## src/rtl/out_stream_packer.sv

```systemverilog
// Packs a narrow D_W-bit element stream into little-endian OUT_W-bit AXI-stream words.
// Optional frame-length checking is enabled by defining OUT_PACK_LEN_CHECK_EN.
module out_stream_packer #(
  parameter int D_W          = 8,
  parameter int OUT_W        = 32,
  parameter int MATRIXSIZE_W = 16
) (
  input  logic                    clk,
  input  logic                    rst,
  input  logic [D_W-1:0]          in_tdata,
  input  logic                    in_tvalid,
  output logic                    in_tready,
  input  logic                    in_tlast,
  output logic [OUT_W-1:0]        m_axis_tdata,
  output logic [OUT_W/8-1:0]      m_axis_tkeep,
  output logic                    m_axis_tvalid,
  input  logic                    m_axis_tready,
  output logic                    m_axis_tlast,
  input  logic [MATRIXSIZE_W-1:0] frame_len,
  output logic [MATRIXSIZE_W-1:0] frames_done,
  output logic                    len_err
);

  localparam int LANES  = OUT_W / D_W;
  localparam int KEEP_W = OUT_W / 8;
  localparam int IDX_W  = (LANES > 1) ? $clog2(LANES) : 1;
  localparam logic [IDX_W-1:0] LAST_LANE = IDX_W'(LANES - 1);

  logic [OUT_W-1:0]  acc_data;
  logic [IDX_W-1:0]  idx;
  logic              in_xfer;
  logic              out_xfer;
  logic              completing;
  logic [OUT_W-1:0]  acc_next;
  logic [OUT_W-1:0]  word_next;
  logic [KEEP_W-1:0] keep_next;

  assign in_tready  = !m_axis_tvalid || m_axis_tready;
  assign in_xfer    = in_tvalid && in_tready;
  assign out_xfer   = m_axis_tvalid && m_axis_tready;
  assign completing = (idx == LAST_LANE) || in_tlast;

  // Lanes above idx are always zero in the accumulator, so the outgoing word
  // is simply the accumulator with the current element dropped into lane idx.
  always_comb begin
    acc_next  = acc_data;
    word_next = acc_data;
    keep_next = '0;
    for (int l = 0; l < LANES; l++) begin
      if (IDX_W'(l) == idx) begin
        acc_next[l*D_W +: D_W]  = in_tdata;
        word_next[l*D_W +: D_W] = in_tdata;
      end
    end
    for (int b = 0; b < KEEP_W; b++) begin
      keep_next[b] = (b * 8) < ((int'(idx) + 1) * D_W);
    end
  end

  // A completing input load is placed after the output-drain clear so that a
  // simultaneous drain and reload yields back-to-back words.
  always_ff @(posedge clk) begin
    if (rst) begin
      acc_data      <= '0;
      idx           <= '0;
      m_axis_tdata  <= '0;
      m_axis_tkeep  <= '0;
      m_axis_tlast  <= 1'b0;
      m_axis_tvalid <= 1'b0;
      frames_done   <= '0;
    end else begin
      if (out_xfer) begin
        m_axis_tvalid <= 1'b0;
        if (m_axis_tlast) begin
          frames_done <= frames_done + MATRIXSIZE_W'(1);
        end
      end
      if (in_xfer) begin
        if (completing) begin
          acc_data      <= '0;
          idx           <= '0;
          m_axis_tdata  <= word_next;
          m_axis_tkeep  <= keep_next;
          m_axis_tlast  <= in_tlast;
          m_axis_tvalid <= 1'b1;
        end else begin
          acc_data <= acc_next;
          idx      <= idx + IDX_W'(1);
        end
      end
    end
  end

`ifdef OUT_PACK_LEN_CHECK_EN
  logic [MATRIXSIZE_W-1:0] elem_cnt;
  logic [MATRIXSIZE_W-1:0] cnt_plus1;

  assign cnt_plus1 = elem_cnt + MATRIXSIZE_W'(1);

  // Flags both a short frame (tlast early) and a long one (length reached without tlast).
  always_ff @(posedge clk) begin
    if (rst) begin
      elem_cnt <= '0;
      len_err  <= 1'b0;
    end else if (in_xfer) begin
      elem_cnt <= in_tlast ? '0 : cnt_plus1;
      if (in_tlast ? (cnt_plus1 != frame_len) : (cnt_plus1 == frame_len)) begin
        len_err <= 1'b1;
      end
    end
  end
`else
  logic unused_frame_len;
  assign unused_frame_len = ^frame_len;
  assign len_err = 1'b0;
`endif

endmodule
```

## config.mk

```make
export PLATFORM = sky130hd
export DESIGN_NAME = out_stream_packer
export DESIGN_NICKNAME = d
export VERILOG_FILES = /design/src/rtl/out_stream_packer.sv
export SDC_FILE = /design/constraint.sdc
export NUM_CORES = 1
export LEC_CHECK = 0
export CAP_MARGIN = 20
export CORE_UTILIZATION = 53
export CTS_BUF_LIST = sky130_fd_sc_hd__clkbuf_16
export DETAILED_ROUTE_END_ITERATION = 12
export GPL_TIMING_DRIVEN = 0
export PLACE_DENSITY = 0.84
export SLEW_MARGIN = 15
export SYNTH_ARGS = -nofsm -noshare
export SYNTH_HDL_FRONTEND = slang
export SYNTH_SLANG_ARGS = --single-unit
```

## constraint.sdc

```tcl
create_clock -name clk -period 3 [get_ports clk]
set_input_delay 0.6 -clock clk [delete_from_list [all_inputs] [get_ports clk]]
set_output_delay 0.6 -clock clk [all_outputs]
set_load 0.03 [all_outputs]
```

==> out/qor.yml, run 1 <==
p_int_w: 0.00187
ys_seq_area_frac: 0.496
p_sw_frac: 0.256
area_growth_pct: 28.6
rsz0062_at_grt: "false"
hpwl_microns: 5830
grt_pass1_vias: 2767
worstPathMaxFanout: 10
vias_per_cell: 5.65
syn_nets: 407
drive_gt1_frac: 0.0617
initial_core_util: 0.553
postCtsSetupBuffers: 0
status: "finished with violations"
maxCapViolCount: 0
violations: "design-rule violations"
seq_power_share: 0.489
ir_worst_vdd_uv: 402
core_sq_um: 6420
rows: 29
path_clk_slew_ns: 0.06
p_clk_frac: 0.388
vias: 2999
powerDensity_nw_per_um2: 551
drtAntennaViolNets: 0
synthFlopType: "dfxtp_1"
htreeDepth: 3
worstMarginPinSlew_ns: 0.715
drt-wirelength-per-cell_microns: 15.6
boundaryPins: 85
io_buffer_count: 66
grt_max_degree: 14
gp_congestion: 0.838
cts_buffers: 9
synth_cell_types: 37
synth_edf_count: 0
maxSlewHeadroom: 0.523
netlist_area_sq_um: 3550
layout_commonest_cell: "dfxtp_1"
drtIter0Drc: 168
grt_pass1_wl_microns: 13800
p_switching_w: 0.000645
die_x_microns: 83.9
overflow: 0
wirelength_microns: 8280
fmax_mhz: 388
avgSynthCellArea_sq_um: 9.55
path_class: "primary input to output port"
cts_root_buffer: "clkbuf_16"
fp.dieH_microns: 83.9
ys_ff_latch: 88
period_share: 0.860
fin_worst_skew_ns: 0.00575
clk_path_buf_depth: 2
worst_setup_path_start_kind: "primary input"
timing.hold.ws_ns: 0.455
setup-tns-final_ns: 0
final_nets: 484
worstPathArrival_ns: 1.98
hold_viol_final: 0
end_kind: "output port"
post-route-drc-count: 14
mostFrequentLayoutCells: "88 x dfxtp_1, 71 x nor2_1, 65 x clkdlybuf4s50_1"
finalCriticalPeriod_ns: 2.58
slew_violations: 0
clk_latency_ns: 0.34
cts_sinks: 88
netlist_instances: 372
setup_viol: 0
hold_path_class: "register to register"
grtUsageTotal: 0.251
n_antenna_cell: 0
p_comb_frac: 0.123
first_pass_iters: 9
critPathRequiredTime_ns: 2.40
leakage_nw: 1.64
dieArea_sq_um: 7030
synthArstFlopShare: 0
cts_tree: "done"
yosysWarnings: 0
antenna_found_initial: 0
==> path summary, 6_finish.rpt <==
kind                  endpoint  depth (start not counted)          start  slack [ns]
hold reg to reg   acc_data[28]                          1   acc_data[28]        0.46
setup / recovery     in_tready                          4  m_axis_tready        0.42
setup reg to reg  acc_data[14]                          6         idx[1]        0.87
hold / removal    acc_data[28]                          1   acc_data[28]        0.46
==> logic make-up after synthesis <==
| family | after synthesis | synth area share |
|---|---|---|
| xor+xnor | 10 | 0.0247 |
| compound gates | 77 | 0.153 |
| simple gates | 125 | 0.174 |
| flops | 88 | 0.496 |
| mux | 33 | 0.0930 |
| buf+inv | 32 | 0.0380 |
| other cells | 1 | 0.00106 |
| fa+ha+maj | 6 | 0.0211 |
==> synthesized netlist by cell type, drive strengths merged (7+ instances only) <==
cell    count  area share
a211oi     33       0.070
a21oi      11       0.015
a22oi      24       0.051
and2        8       0.014
buf        11       0.016
clkbuf     18       0.019
dfxtp      88        0.50
mux2i      33       0.093
nand2       9      0.0095
nand3       9       0.018
nand4       7       0.014
nor2       71       0.075
==> state kept, by name, indices dropped and copies added (netlist names) <==
name           cells
acc_data          32
m_axis_tdata      32
m_axis_tkeep       4
m_axis_tvalid      1
frames_done       16
idx                2
m_axis_tlast       1
==> power groups by stage <==
stage	clock, W	combinational, W	sequential (W)
finish	0.000977	0.000309	0.00123
global route	0.00105	0.000332	0.00124
CTS	0.000988	0.000309	0.00123
detailed placement	0	0.000308	0.00126
global placement	0	0.000302	0.00125
floorplan	0	0.000122	0.00132
==> worst max-delay path, stage by stage <==
cell	delay, ns
clkdlybuf4s50_1	0.55
nand2b_1	0.23
buf_2	0.26
dlymetal6s2s_1	0.33
==> routing by layer <==
metal | track usage | up-vias | share of wire
met1 | 0.324 | 1406 | 0.44
li1 | - | 1481 | -
met4 | 0.0956 | 0 | 0.014
met5 | 0 | - | 0
met3 | 0.0623 | 10 | 0.074
met2 | 0.406 | 102 | 0.47
==> cell type report <==
class	instances	area [sq um]
plain buffers	29	124
clock inverters	7	32.5
fillers	514	1850
multi-input cells	252	1660
repair buffers	66	663
well taps	77	96.3
clock buffers	9	225
inverters	3	11.3
flip-flops and latches	88	1760
==> repair_timing <==
| item | CTS | global route |
|---|---|---|
| gates resized for setup | 0 | 1 |
| setup endpoints to repair | 0 | 1 |
| hold buffers | 0 | 0 |
==> per-stage QoR <==
step	area [sq um]	instances	worst slack, ns	power, W	util
5_1_grt	4570	531	0.350	0.00261	0.711
3_3_place_gp	4310	515	0.0821	0.00156	0.671
4_1_cts	4570	531	0.0444	0.00253	0.711
3_5_place_dp	4310	515	0.0551	0.00156	0.671
6_report	4570	531	0.421	0.00252	0.711
2_1_floorplan	3550	372	1.21	0.00144	-
No activity file was read; power rests on OpenSTA's default activity.
==> run 2, diff against run 1 <==
Settings changed: CORE_ASPECT_RATIO set to 0.8, GPL_ROUTABILITY_DRIVEN set to 0.
==> run 2 against run 1 <==
Against the previous run:
- the flow now finishes without violations
- combinational power about the same
- core utilization rose by 0.55 points
- setup slack gained 0.011 ns
- flip-flop and latch count unchanged
- first-iteration DRC count decreased by 13%
- routed wire length is 5.6% higher
- die area about the same
- maximum frequency up 0.42%
- clock power rose by 14%
- critical path type unchanged
- largest power group unchanged
==> out/qor.yml, run 2 (synthesis results as in run 1) <==
maxCapViolCount: 0
cts_buffers: 9
cts_root_buffer: "clkbuf_16"
core_sq_um: 6440
drt-wirelength-per-cell_microns: 16.3
fmax_mhz: 389
postCtsResizedCells: 0
dieArea_sq_um: 7040
cts_tree: "done"
drtAntennaViolNets: 0
rows: 26
ff_latch_area_sq_um: 1760
hold_path_class: "register to register"
whs_path_depth: 1
clk_path_buf_depth: 2
p_sw_frac: 0.258
critPathRequiredTime_ns: 2.40
n_antenna_cell: 0
final_nets: 484
crit_chain: "clkdlybuf4s50_1 > nand2b_1 > buf_2 > dlymetal6s2s_1"
initial_core_util: 0.551
worstMarginPinSlew_ns: 0.761
slowest_delay_ns: 0.55
powerDensity_nw_per_um2: 574
hpwl_microns: 5980
period_share: 0.856
finalCriticalPeriod_ns: 2.57
path_clk_slew_ns: 0.06
clk_latency_ns: 0.34
grt_max_degree: 16
p_comb_frac: 0.118
end_kind: "output port"
drive_gt1_frac: 0.0683
nFillCells: 463
vias_per_cell: 5.74
p_switching_w: 0.000684
worst_setup_path_start_kind: "primary input"
reg2reg_depth: 6
grt_pass1_vias: 2753
setup-tns-final_ns: 0
worstPathArrival_ns: 1.97
path_buf_inv: 3
post-route-drc-count: 0
boundaryPins: 85
p_int_w: 0.00197
path_depth: 4
slew_violations: 0
seq_power_share: 0.464
cts_hold_buf: 0
antenna_found_initial: 0
cts_sinks: 88
cpMaxStageDelayCell: "clkdlybuf4s50_1"
grt_pass1_wl_microns: 13600
p_clk_frac: 0.418
drtIter0Drc: 147
path_delay_family: "buffers and inverters"
mostFrequentLayoutCells: "88 x dfxtp_1, 71 x nor2_1, 65 x clkdlybuf4s50_1"
fp.dieH_microns: 75.2
reg_top3: "acc_data (32), m_axis_tdata (32), frames_done (16)"
multi_input_area_sq_um: 1660
io_buffer_count: 66
layout_commonest_cell: "dfxtp_1"
first_pass_iters: 4
ir_worst_vdd_uv: 369
worstPathMaxFanout: 10
postCtsSetupBuffers: 0
path_class: "primary input to output port"
status: "finished clean"
setup_viol: 0
maxSlewHeadroom: 0.491
grtUsageTotal: 0.255
die_x_microns: 93.5
fin_util: 0.717
wirelength_microns: 8750
rsz0062_at_grt: "false"
htreeDepth: 3
area_growth_pct: 30.0
overflow: 0
hold_viol_final: 0
leakage_nw: 1.63
fin_worst_skew_ns: 0.00366
vias: 3089
run 2: final cells by class:
| class | count | share of cell area |
|---|---|---|
| flip-flops and latches | 88 | 0.381 |
| multi-input cells | 252 | 0.358 |
| repair buffers | 66 | 0.144 |
| clock buffers | 9 | 0.0488 |
| plain buffers | 29 | 0.0268 |
| well taps | 84 | 0.0228 |
| clock inverters | 7 | 0.0157 |
| inverters | 3 | 0.00244 |
run 2: final timing paths:
path                      start           end  slack (ns)
setup reg to reg         idx[0]   acc_data[2]        0.81
hold reg to reg    acc_data[27]  acc_data[27]        0.47
hold / removal     acc_data[27]  acc_data[27]        0.47
setup / recovery  m_axis_tready     in_tready        0.43
run 2: layer usage:
layer  wire length [microns]  up-vias  track usage
met3                     508       16       0.0556
met1                    4060     1474        0.350
met2                    3990      114        0.383
met5                       0        -            0
met4                     189        0        0.132
li1                        -     1485            -
run 2: power by group through the flow:
stage	clock, W	combinational, W	sequential, W
final	0.00111	0.000312	0.00123
after global placement	0	0.000304	0.00125
after CTS	0.00112	0.000312	0.00123
after floorplan	0	0.000122	0.00132
after detailed placement	0	0.000310	0.00126
after global routing	0.00116	0.000333	0.00123
run 2: through the flow:
| step | instance area [sq um] | hold WS (ns) | worst slack [ns] | total power (W) | std cells |
|---|---|---|---|---|---|
| 5_1_grt | 4620 | 0.477 | 0.375 | 0.00273 | 538 |
| 6_report | 4620 | 0.466 | 0.432 | 0.00265 | 538 |
| 4_1_cts | 4620 | 0.466 | 0.0397 | 0.00266 | 538 |
| 2_1_floorplan | 3550 | 0.429 | 1.21 | 0.00144 | 372 |
| 3_3_place_gp | 4320 | 0.441 | 0.0676 | 0.00156 | 522 |
| 3_5_place_dp | 4320 | 0.446 | 0.0608 | 0.00157 | 522 |
==> run 3, diff against run 2 <==
Settings changed: SLEW_MARGIN 15 to not set.
==> results of run 3 <==
No change in the layout: final DEF, timing and power equal those of run 2.
